===== config.mk =====
export PLATFORM = sky130hd
export DESIGN_NAME = ps2_keyboard
export DESIGN_NICKNAME = d
export VERILOG_FILES = /design/src/rtl/ps2_pkg.sv /design/src/rtl/ps2_frame_rx.sv /design/src/rtl/ps2_keyboard.sv
export SDC_FILE = /design/constraint.sdc
export NUM_CORES = 1
export LEC_CHECK = 0
export CORE_UTILIZATION = 32
export CTS_BUF_LIST = sky130_fd_sc_hd__clkbuf_16
export DETAILED_ROUTE_END_ITERATION = 12
export SYNTH_ARGS = -nofsm -noshare
export SYNTH_HDL_FRONTEND = slang
export SYNTH_SLANG_ARGS = --single-unit

===== constraint.sdc =====
create_clock -name clk -period 3.1 [get_ports clk]
set_input_delay 0.93 -clock clk [delete_from_list [all_inputs] [get_ports clk]]
set_output_delay 0.93 -clock clk [all_outputs]
set_load 0.005 [all_outputs]

===== src/rtl/ps2_pkg.sv =====
// Shared constants, frame-state encoding and parity helper for the PS/2 keyboard receiver.
package ps2_pkg;

   localparam logic [7:0] PS2_BREAK  = 8'hF0;
   localparam logic [7:0] PS2_EXT    = 8'hE0;
   localparam int         FRAME_BITS = 11;

   typedef enum logic [1:0] {
      IDLE  = 2'd0,
      RECV  = 2'd1,
      CHECK = 2'd2
   } frame_state_e;

   // bits[7:0] data, bits[8] odd parity, bits[9] stop
   function automatic logic frame_ok(input logic [FRAME_BITS-2:0] bits);
      return (^bits[8:0]) & bits[9];
   endfunction

endpackage


===== src/rtl/ps2_frame_rx.sv =====
// Bit-level PS/2 receiver: input synchronisers, falling-edge detect, 11-bit frame FSM
// and mid-frame timeout. Emits one byte_valid or byte_err pulse per frame attempt.
import ps2_pkg::*;

module ps2_frame_rx #(
   parameter int TIMEOUT_CYCLES = 50000,
   parameter int SYNC_STAGES    = 2
) (
   input  logic         clk,
   input  logic         rst,
   input  logic         ps2_clk,
   input  logic         ps2_data,
   output logic [7:0]   byte_data,
   output logic         byte_valid,
   output logic         byte_err,
   output frame_state_e state
);

   localparam int TW = (TIMEOUT_CYCLES > 1) ? $clog2(TIMEOUT_CYCLES) : 1;
   localparam logic [TW-1:0] TO_LAST = TW'(TIMEOUT_CYCLES - 1);
   localparam logic [TW-1:0] TO_ONE  = TW'(1);
   localparam logic [3:0]    STOP_IDX = 4'(FRAME_BITS - 1);

   logic [SYNC_STAGES-1:0] clk_sync_q, clk_sync_d;
   logic [SYNC_STAGES-1:0] data_sync_q, data_sync_d;
   logic                   clk_prev_q, clk_prev_d;
   frame_state_e           state_q, state_d;
   logic [3:0]             bitcnt_q, bitcnt_d;
   logic [FRAME_BITS-2:0]  shreg_q, shreg_d;
   logic [TW-1:0]          tocnt_q, tocnt_d;

   logic fall;
   logic data_s;

   always_comb begin
      clk_sync_d     = clk_sync_q;
      data_sync_d    = data_sync_q;
      clk_sync_d[0]  = ps2_clk;
      data_sync_d[0] = ps2_data;
      for (int i = 1; i < SYNC_STAGES; i++) begin
         clk_sync_d[i]  = clk_sync_q[i-1];
         data_sync_d[i] = data_sync_q[i-1];
      end
      clk_prev_d = clk_sync_q[SYNC_STAGES-1];
   end

   assign fall   = clk_prev_q & ~clk_sync_q[SYNC_STAGES-1];
   assign data_s = data_sync_q[SYNC_STAGES-1];

   always_comb begin
      state_d    = state_q;
      bitcnt_d   = bitcnt_q;
      shreg_d    = shreg_q;
      tocnt_d    = tocnt_q;
      byte_valid = 1'b0;
      byte_err   = 1'b0;
      case (state_q)
         IDLE: begin
            tocnt_d = '0;
            if (fall && !data_s) begin
               state_d  = RECV;
               bitcnt_d = 4'd1;
               shreg_d  = '0;
            end
         end
         RECV: begin
            // a fall in the same cycle as the timeout wins and restarts the count
            if (fall) begin
               shreg_d  = {data_s, shreg_q[FRAME_BITS-2:1]};
               bitcnt_d = bitcnt_q + 4'd1;
               tocnt_d  = '0;
               if (bitcnt_q == STOP_IDX) state_d = CHECK;
            end else if (tocnt_q == TO_LAST) begin
               state_d  = IDLE;
               byte_err = 1'b1;
               tocnt_d  = '0;
               bitcnt_d = '0;
            end else begin
               tocnt_d = tocnt_q + TO_ONE;
            end
         end
         CHECK: begin
            if (frame_ok(shreg_q)) byte_valid = 1'b1;
            else                   byte_err   = 1'b1;
            state_d  = IDLE;
            bitcnt_d = '0;
         end
         default: state_d = IDLE;
      endcase
   end

   always_ff @(posedge clk or negedge rst) begin
      if (!rst) begin
         clk_sync_q  <= '1;
         data_sync_q <= '1;
         clk_prev_q  <= 1'b1;
         state_q     <= IDLE;
         bitcnt_q    <= '0;
         shreg_q     <= '0;
         tocnt_q     <= '0;
      end else begin
         clk_sync_q  <= clk_sync_d;
         data_sync_q <= data_sync_d;
         clk_prev_q  <= clk_prev_d;
         state_q     <= state_d;
         bitcnt_q    <= bitcnt_d;
         shreg_q     <= shreg_d;
         tocnt_q     <= tocnt_d;
      end
   end

   assign byte_data = shreg_q[7:0];
   assign state     = state_q;

endmodule


===== src/rtl/ps2_keyboard.sv =====
// PS/2 keyboard front end: frame receiver plus scan-code decoder that strips E0/F0
// prefixes and suppresses typematic repeats, giving one key_flag per physical press.
import ps2_pkg::*;

module ps2_keyboard #(
   parameter int TIMEOUT_CYCLES = 50000,
   parameter int SYNC_STAGES    = 2
) (
   input  logic       clk,
   input  logic       rst,
   input  logic       ps2_clk,
   input  logic       ps2_data,
   output logic [7:0] key_pressed,
   output logic       key_flag,
   output logic       frame_err,
   output logic [1:0] rx_state
);

   logic [7:0]   byte_data;
   logic         byte_valid;
   logic         byte_err;
   frame_state_e rx_fsm;

   ps2_frame_rx #(
      .TIMEOUT_CYCLES (TIMEOUT_CYCLES),
      .SYNC_STAGES    (SYNC_STAGES)
   ) u_frame_rx (
      .clk        (clk),
      .rst        (rst),
      .ps2_clk    (ps2_clk),
      .ps2_data   (ps2_data),
      .byte_data  (byte_data),
      .byte_valid (byte_valid),
      .byte_err   (byte_err),
      .state      (rx_fsm)
   );

   assign rx_state = rx_fsm;

   logic       brk_q, brk_d;
   logic       ext_q, ext_d;
   logic [7:0] held_q, held_d;
   logic       held_v_q, held_v_d;
   logic [7:0] key_pressed_q, key_pressed_d;
   logic       key_flag_q, key_flag_d;
   logic       frame_err_q, frame_err_d;

   always_comb begin
      brk_d         = brk_q;
      ext_d         = ext_q;
      held_d        = held_q;
      held_v_d      = held_v_q;
      key_pressed_d = key_pressed_q;
      key_flag_d    = 1'b0;
      frame_err_d   = 1'b0;
      if (byte_err) begin
         // a corrupt byte may have been the code after a prefix, so drop the prefixes
         brk_d       = 1'b0;
         ext_d       = 1'b0;
         frame_err_d = 1'b1;
      end else if (byte_valid) begin
         if (byte_data == PS2_EXT) begin
            ext_d = 1'b1;
         end else if (byte_data == PS2_BREAK) begin
            brk_d = 1'b1;
         end else if (brk_q) begin
            if (held_v_q && byte_data == held_q) held_v_d = 1'b0;
            brk_d = 1'b0;
            ext_d = 1'b0;
         end else begin
            if (!(held_v_q && byte_data == held_q)) begin
               key_pressed_d = byte_data;
               key_flag_d    = 1'b1;
               held_d        = byte_data;
               held_v_d      = 1'b1;
            end
            ext_d = 1'b0;
         end
      end
   end

   always_ff @(posedge clk or negedge rst) begin
      if (!rst) begin
         brk_q         <= 1'b0;
         ext_q         <= 1'b0;
         held_q        <= '0;
         held_v_q      <= 1'b0;
         key_pressed_q <= '0;
         key_flag_q    <= 1'b0;
         frame_err_q   <= 1'b0;
      end else begin
         brk_q         <= brk_d;
         ext_q         <= ext_d;
         held_q        <= held_d;
         held_v_q      <= held_v_d;
         key_pressed_q <= key_pressed_d;
         key_flag_q    <= key_flag_d;
         frame_err_q   <= frame_err_d;
      end
   end

   assign key_pressed = key_pressed_q;
   assign key_flag    = key_flag_q;
   assign frame_err   = frame_err_q;

endmodule


==> results of run 1 <==
-- state kept, by name, summed over array words and instances (netlist names) --
register                count
u_frame_rx.state            2
key_flag                    1
u_frame_rx.clk_prev_q       1
u_frame_rx.bitcnt_q         4
key_pressed                 8
u_frame_rx.data_sync_q      2
brk_q                       1
u_frame_rx.shreg_q         10
frame_err                   1
u_frame_rx.tocnt_q         16
u_frame_rx.clk_sync_q       2
held_v_q                    1
-- routing by layer --
layer / up-vias / GRT usage / routed length (µm)
met5: - / 0 / 0
met4: 0 / 0.04497 / 83
met3: 8 / 0.03015 / 139
met2: 24 / 0.2001 / 2263
met1: 903 / 0.1674 / 2349
li1: 888 / - / -
-- stage by stage --
stage | power (mW) | utilization | setup slack, ns | cell area, µm² | instances
6_report | 1.926 | 0.3859 | 0.4378 | 2967 | 364
5_1_grt | 2.045 | 0.3859 | 0.2235 | 2967 | 364
4_1_cts | 1.953 | 0.3859 | 0.4106 | 2967 | 364
3_5_place_dp | 1.338 | 0.3643 | 0.4189 | 2800 | 356
3_3_place_gp | 1.318 | 0.3643 | 0.4984 | 2800 | 356
2_1_floorplan | 1.196 | - | 0.6989 | 2531 | 244
-- final timing paths --
| path | start | end | cells after the start |
|---|---|---|---|
| min in group asynchronous | rst | u_frame_rx.shreg_q[2] | 1 |
| worst min-delay path | u_frame_rx.data_sync_q[0] | u_frame_rx.data_sync_q[1] | 0 |
| worst min register to register | u_frame_rx.data_sync_q[0] | u_frame_rx.data_sync_q[1] | 0 |
| max in group asynchronous | rst | u_frame_rx.clk_sync_q[0] | 2 |
| worst max register to register | u_frame_rx.shreg_q[6] | key_pressed[7] | 6 |
| worst max-delay path | u_frame_rx.shreg_q[6] | key_pressed[7] | 6 |
-- cell type report --
| class | count | area (µm²) |
|---|---|---|
| Fill cell | 786 | 4721 |
| Timing Repair Buffer | 16 | 165.2 |
| Tap cell | 102 | 127.6 |
| Inverter | 10 | 37.54 |
| Clock inverter | 3 | 41.29 |
| Clock buffer | 5 | 125.1 |
| Multi-Input combinational cell | 179 | 1237 |
| Sequential cell | 49 | 1232 |
-- power by group through the flow --
| stage | sequential (mW) | combinational [mW] | clock (mW) |
|---|---|---|---|
| after global placement | 0.783 | 0.535 | 0 |
| after CTS | 0.778 | 0.550 | 0.625 |
| after floorplan | 0.768 | 0.428 | 0 |
| after global routing | 0.786 | 0.612 | 0.647 |
| after detailed placement | 0.789 | 0.549 | 0 |
| final | 0.776 | 0.539 | 0.611 |
-- cells by family (layout without fill, tap and decap cells) --
| logic type | Yosys count | in the layout | synth area share |
|---|---|---|---|
| simple gates | 93 | 93 | 0.1888 |
| flops | 49 | 49 | 0.4869 |
| compound gates | 41 | 41 | 0.1088 |
| xor+xnor | 21 | 21 | 0.07810 |
| buf+inv | 16 | 34 | 0.02422 |
| fa+ha+maj | 13 | 13 | 0.06426 |
| mux | 11 | 11 | 0.04894 |
-- cell usage in the layout (no fill, tap or decap), drive strengths merged, types with 7 or more instances in the layout --
cell type / instances
dfrtp: 44
nand2: 31
o21ai: 22
nor2: 21
xnor2: 15
clkdlybuf4s50: 14
ha: 13
mux2: 11
inv: 10
nand3: 8
nand4: 7
-- worst max-delay path, delay by kind of cell, from the launching register on --
kind	cells	cell delay (ns)
and+or+nand+nor	2	0.84
xor gates and xnor gates	2	0.54
DFF	1	0.44
muxes	1	0.40
adders and majority gates	1	0.33
==> reports/metrics.cfg, run 1 <==
[pwr]
combPwrFrac = 0.280
power.internal_mw = 1.298
sw_frac_of_total = 0.3258
p_seq_frac = 0.403
p_switching_mw = 0.6275
power_density_nw_per_um2 = 649.2
clock_power_share = 0.317
ir_drop_v = 0.0004432
power_leakage_nw = 1.246

[clock_tree]
cts.path.max_buffers = 2
cts_made_buffers = 5
htreeDepth = 2
post_cts_buffers = 0
path_clk_slew_ns = 0.07
clk_latency_ns = 0.29
cts_tree = yes
clock-sinks = 49
cts-root-buf = clkbuf_16
cts_hold_buf = 0
post_cts_resized = 0

[routing]
drc = 0
wl_um = 4835
via_per_inst = 5.008
final_antenna_net_count = 0
drt_iter0_markers = 42
num_vias = 1823
drt_first_pass_iters = 4
wl_per_cell_um = 13.28

[yosys]
synth_ff_type = dfrtp_1
synth_edf_count = 0
async_flop_share = 1.000
yosys-top-cells-area = dfrtp_1, ha_1, dfstp_2
syn_inst = 244
yosys.area.top_type_share = 0.4350
synth_common_cells = dfrtp_1, nand2_1, o21ai_0, nor2_1, xnor2_1
synth_seq_cells = 49
mappedNetlistArea_um2 = 2531
yosys.cell_count.top_type = dfrtp_1
synth_warnings = 0
yosysSeqAreaShare = 0.4869
synthDistinctLibCells = 44
syn_avg_cell_area_um2 = 10.37
syn-num-nets = 261
synth_top_area_cell = dfrtp_1

[critical_path]
r2r_slack_ns = 0.44
cp_data_required_time_ns = 3.27
cp.arrival_ns = 2.83
crit_type = flip-flop to flip-flop
cp-start-kind = flip-flop
crit_path_top_delay_cell = nor4_4
crit_path_max_incr_delay_ns = 0.61
cp_cell_sequence = ha_1 > xnor3_1 > xnor2_1 > nand3_1 > nor4_4 > mux2_2
cp-end-kind = flip-flop
cp_max_fo = 8

[layout]
drive_gt1_frac = 0.1221
nets = 278
syn_to_final_growth_pct = 17.20
antennaDiodeCount = 0

[sta]
finalSetupViolCount = 0
max_clock_freq_mhz = 375.6
relSlewSlack = 0.5183
setup-tns-final_ns = 0
layout_min_cycle_time_ns = 2.662
rsz0062_at_grt = no
maxSlewViolCount = 0
tightestPinTransition_ns = 0.7226
clock_skew_ns = 0.01002
hold-worst-slack_ns = 0.3563
period_share = 0.8588
hold_viol = 0

[job]
cap_violations = 0

[placement]
routabilityCongestion = 0.8497
dp_hpwl_um = 3454
numPortBuffers = 15

[min_path]
hold_class = flip-flop to flip-flop

[floorplan]
die_height_um = 90.94
die_area_um2 = 8269
rows = 32
core_area_um2 = 7687
start_util = 0.3293
ios = 16
die_w_um = 90.94

[status]
status = finished clean

[global_routing]
antenna_found_initial = 0
grt_use_total = 0.1259
grt_pass1_wl_um = 8259
grt_start_max_net_pins = 27
overflow = 0
first_global_vias = 1717

Power figures use the tool's default switching activity.
==> inputs of run 2 (changes only) <==
Settings changed: ABC_CLOCK_PERIOD_IN_PS set to 3100, PLACE_DENSITY set to 0.46.
==> run 2 against run 1 <==
  * Sequential share of layout area is 0.18 points higher
  * Clock power is 9.7% lower
  * Core utilization is 0.16 points lower
  * Sequential power is 0.6% lower
  * Cell area is 0.42% lower
  * Largest power group unchanged
  * Flip-flop and latch count stayed put
  * Setup slack better by 0.038 ns
  * Clock-buffer cell count stayed put
  * Critical path type unchanged
==> reports/metrics.cfg, run 2 (same netlist as run 1, synthesis figures left out) <==
[global_routing]
met3_usage = 0.02345  ; was 0.03015
use_met2 = 0.2109  ; was 0.2001
gr-usage-met1 = 0.1803  ; was 0.1674
grt_start_max_net_pins = 20  ; was 27
grt_pass1_wl_um = 8618  ; was 8259 µm
overflow = 0  ; unchanged
antenna_found_initial = 0  ; unchanged
top_usage_layer = met2  ; unchanged
first_global_vias = 1766  ; was 1717
grt_use_total = 0.1318  ; was 0.1259

[floorplan]
rows = 32  ; unchanged
ios = 16  ; unchanged
die_w_um = 90.94  ; unchanged
die_height_um = 90.94  ; unchanged
start_util = 0.3293  ; unchanged
die_area_um2 = 8269  ; unchanged
core_area_um2 = 7687  ; unchanged

[sta]
finalSetupViolCount = 0  ; unchanged
setup-tns-final_ns = 0  ; unchanged
maxSlewViolCount = 0  ; unchanged
period_share = 0.8467  ; was 0.8588
tightestPinTransition_ns = 0.7171  ; was 0.7226 ns
hold_viol = 0  ; unchanged
clock_skew_ns = 0.007606  ; was 0.01002 ns
layout_min_cycle_time_ns = 2.625  ; was 2.662 ns
max_clock_freq_mhz = 381.0  ; was 375.6 MHz
relSlewSlack = 0.5220  ; was 0.5183
rsz0062_at_grt = no  ; unchanged

[layout]
regMostFlops = u_frame_rx.tocnt_q  ; unchanged
final_area_um2 = 2954  ; was 2967 µm²
drive_gt1_frac = 0.1326  ; was 0.1221
fillers = 770  ; was 786
final_common_cell = dfrtp_1  ; unchanged
antennaDiodeCount = 0  ; unchanged
nets = 280  ; was 278
final_cells = 366  ; was 364
layout_common_cells = dfrtp_1, nand2_1, o21ai_0  ; unchanged
syn_to_final_growth_pct = 16.71  ; was 17.20%
largest_reg_flops = 16  ; unchanged

[routing]
drt_iter0_markers = 56  ; was 42
num_vias = 1790  ; was 1823
drt_first_pass_iters = 4  ; unchanged
wl_per_cell_um = 13.42  ; was 13.28 µm
via_per_inst = 4.891  ; was 5.008
drc = 0  ; unchanged
wl_um = 4911  ; was 4835 µm
final_antenna_net_count = 0  ; unchanged

[clock_tree]
cts_made_buffers = 5  ; unchanged
post_cts_resized = 0  ; unchanged
clock-sinks = 49  ; unchanged
cts_tree = yes  ; unchanged
cts-root-buf = clkbuf_16  ; unchanged
post_cts_buffers = 0  ; unchanged
clk_latency_ns = 0.29  ; about the same
htreeDepth = 2  ; unchanged
cts.path.max_buffers = 2  ; unchanged
cts_hold_buf = 0  ; unchanged
path_clk_slew_ns = 0.07  ; about the same

[pwr]
power_leakage_nw = 1.242  ; was 1.246 nW
ir_drop_v = 0.0002425  ; was 0.0004432 V
power_density_nw_per_um2 = 635.4  ; was 649.2 nW/µm²

[critical_path]
cp_data_required_time_ns = 3.27  ; about the same
cp-start-kind = flip-flop  ; unchanged
cp_max_fo = 8  ; unchanged
cp.arrival_ns = 2.80  ; was 2.83 ns
crit_type = flip-flop to flip-flop  ; unchanged
cp-end-kind = flip-flop  ; unchanged

[placement]
numPortBuffers = 15  ; unchanged
placed_area_um2 = 2803  ; was 2800 µm²
routabilityCongestion = 0.7880  ; was 0.8497
dp_hpwl_um = 3623  ; was 3454 µm
dp_cells = 358  ; was 356

[status]
status = finished clean  ; unchanged

[min_path]
hold_class = flip-flop to flip-flop  ; unchanged

[job]
cap_violations = 0  ; unchanged

-- run 2: worst paths after layout --
| check | from | endpoint | slack (ns) | depth (start not counted) |
|---|---|---|---|---|
| hold reg to reg | u_frame_rx.data_sync_q[0] | u_frame_rx.data_sync_q[1] | 0.36 | 0 |
| hold / removal | u_frame_rx.data_sync_q[0] | u_frame_rx.data_sync_q[1] | 0.36 | 0 |
| setup / recovery | u_frame_rx.shreg_q[6] | key_pressed[5] | 0.48 | 6 |
| setup reg to reg | u_frame_rx.shreg_q[6] | key_pressed[5] | 0.48 | 6 |
| max in group asynchronous | rst | u_frame_rx.data_sync_q[1] | 1.88 | 2 |
| min in group asynchronous | rst | key_pressed[1] | 0.56 | 1 |
-- run 2: where the power goes --
part	internal, mW	switching [mW]
Combinational	0.222	0.332
Clock	0.305	0.248
Sequential	0.703	0.0678
-- run 2: per-stage QoR --
stage,hold WS (ns),util,power (mW),worst slack (ns)
floorplan,0.3452,-,1.196,0.6989
global placement,0.3465,0.3646,1.340,0.4677
detailed placement,0.3475,0.3646,1.348,0.4272
CTS,0.3578,0.3843,1.913,0.4056
global route,0.3588,0.3843,2.018,0.2609
finish,0.3567,0.3843,1.877,0.4754
-- run 2: final cells by class --
class	instances	area, µm²	area share
Sequential cell	49	1232	0.4172
Inverter	10	37.54	0.01271
Clock inverter	3	26.28	0.008895
Tap cell	102	127.6	0.04320
Timing Repair Buffer	18	167.7	0.05676
Clock buffer	5	125.1	0.04235
Multi-Input combinational cell	179	1237	0.4189
-- run 2: critical path, cell delays in order (launching register included) --
cell	delay, ns
dfrtp_1	0.43
ha_1	0.34
xnor3_1	0.35
xnor2_1	0.18
nand3_1	0.22
nor4_4	0.59
mux2_2	0.39
-- run 2: metal layers --
layer / routed length [µm] / vias up
met5: 0 / -
met4: 29 / 0
met3: 83 / 2
met2: 2328 / 14
met1: 2469 / 881
li1: - / 893
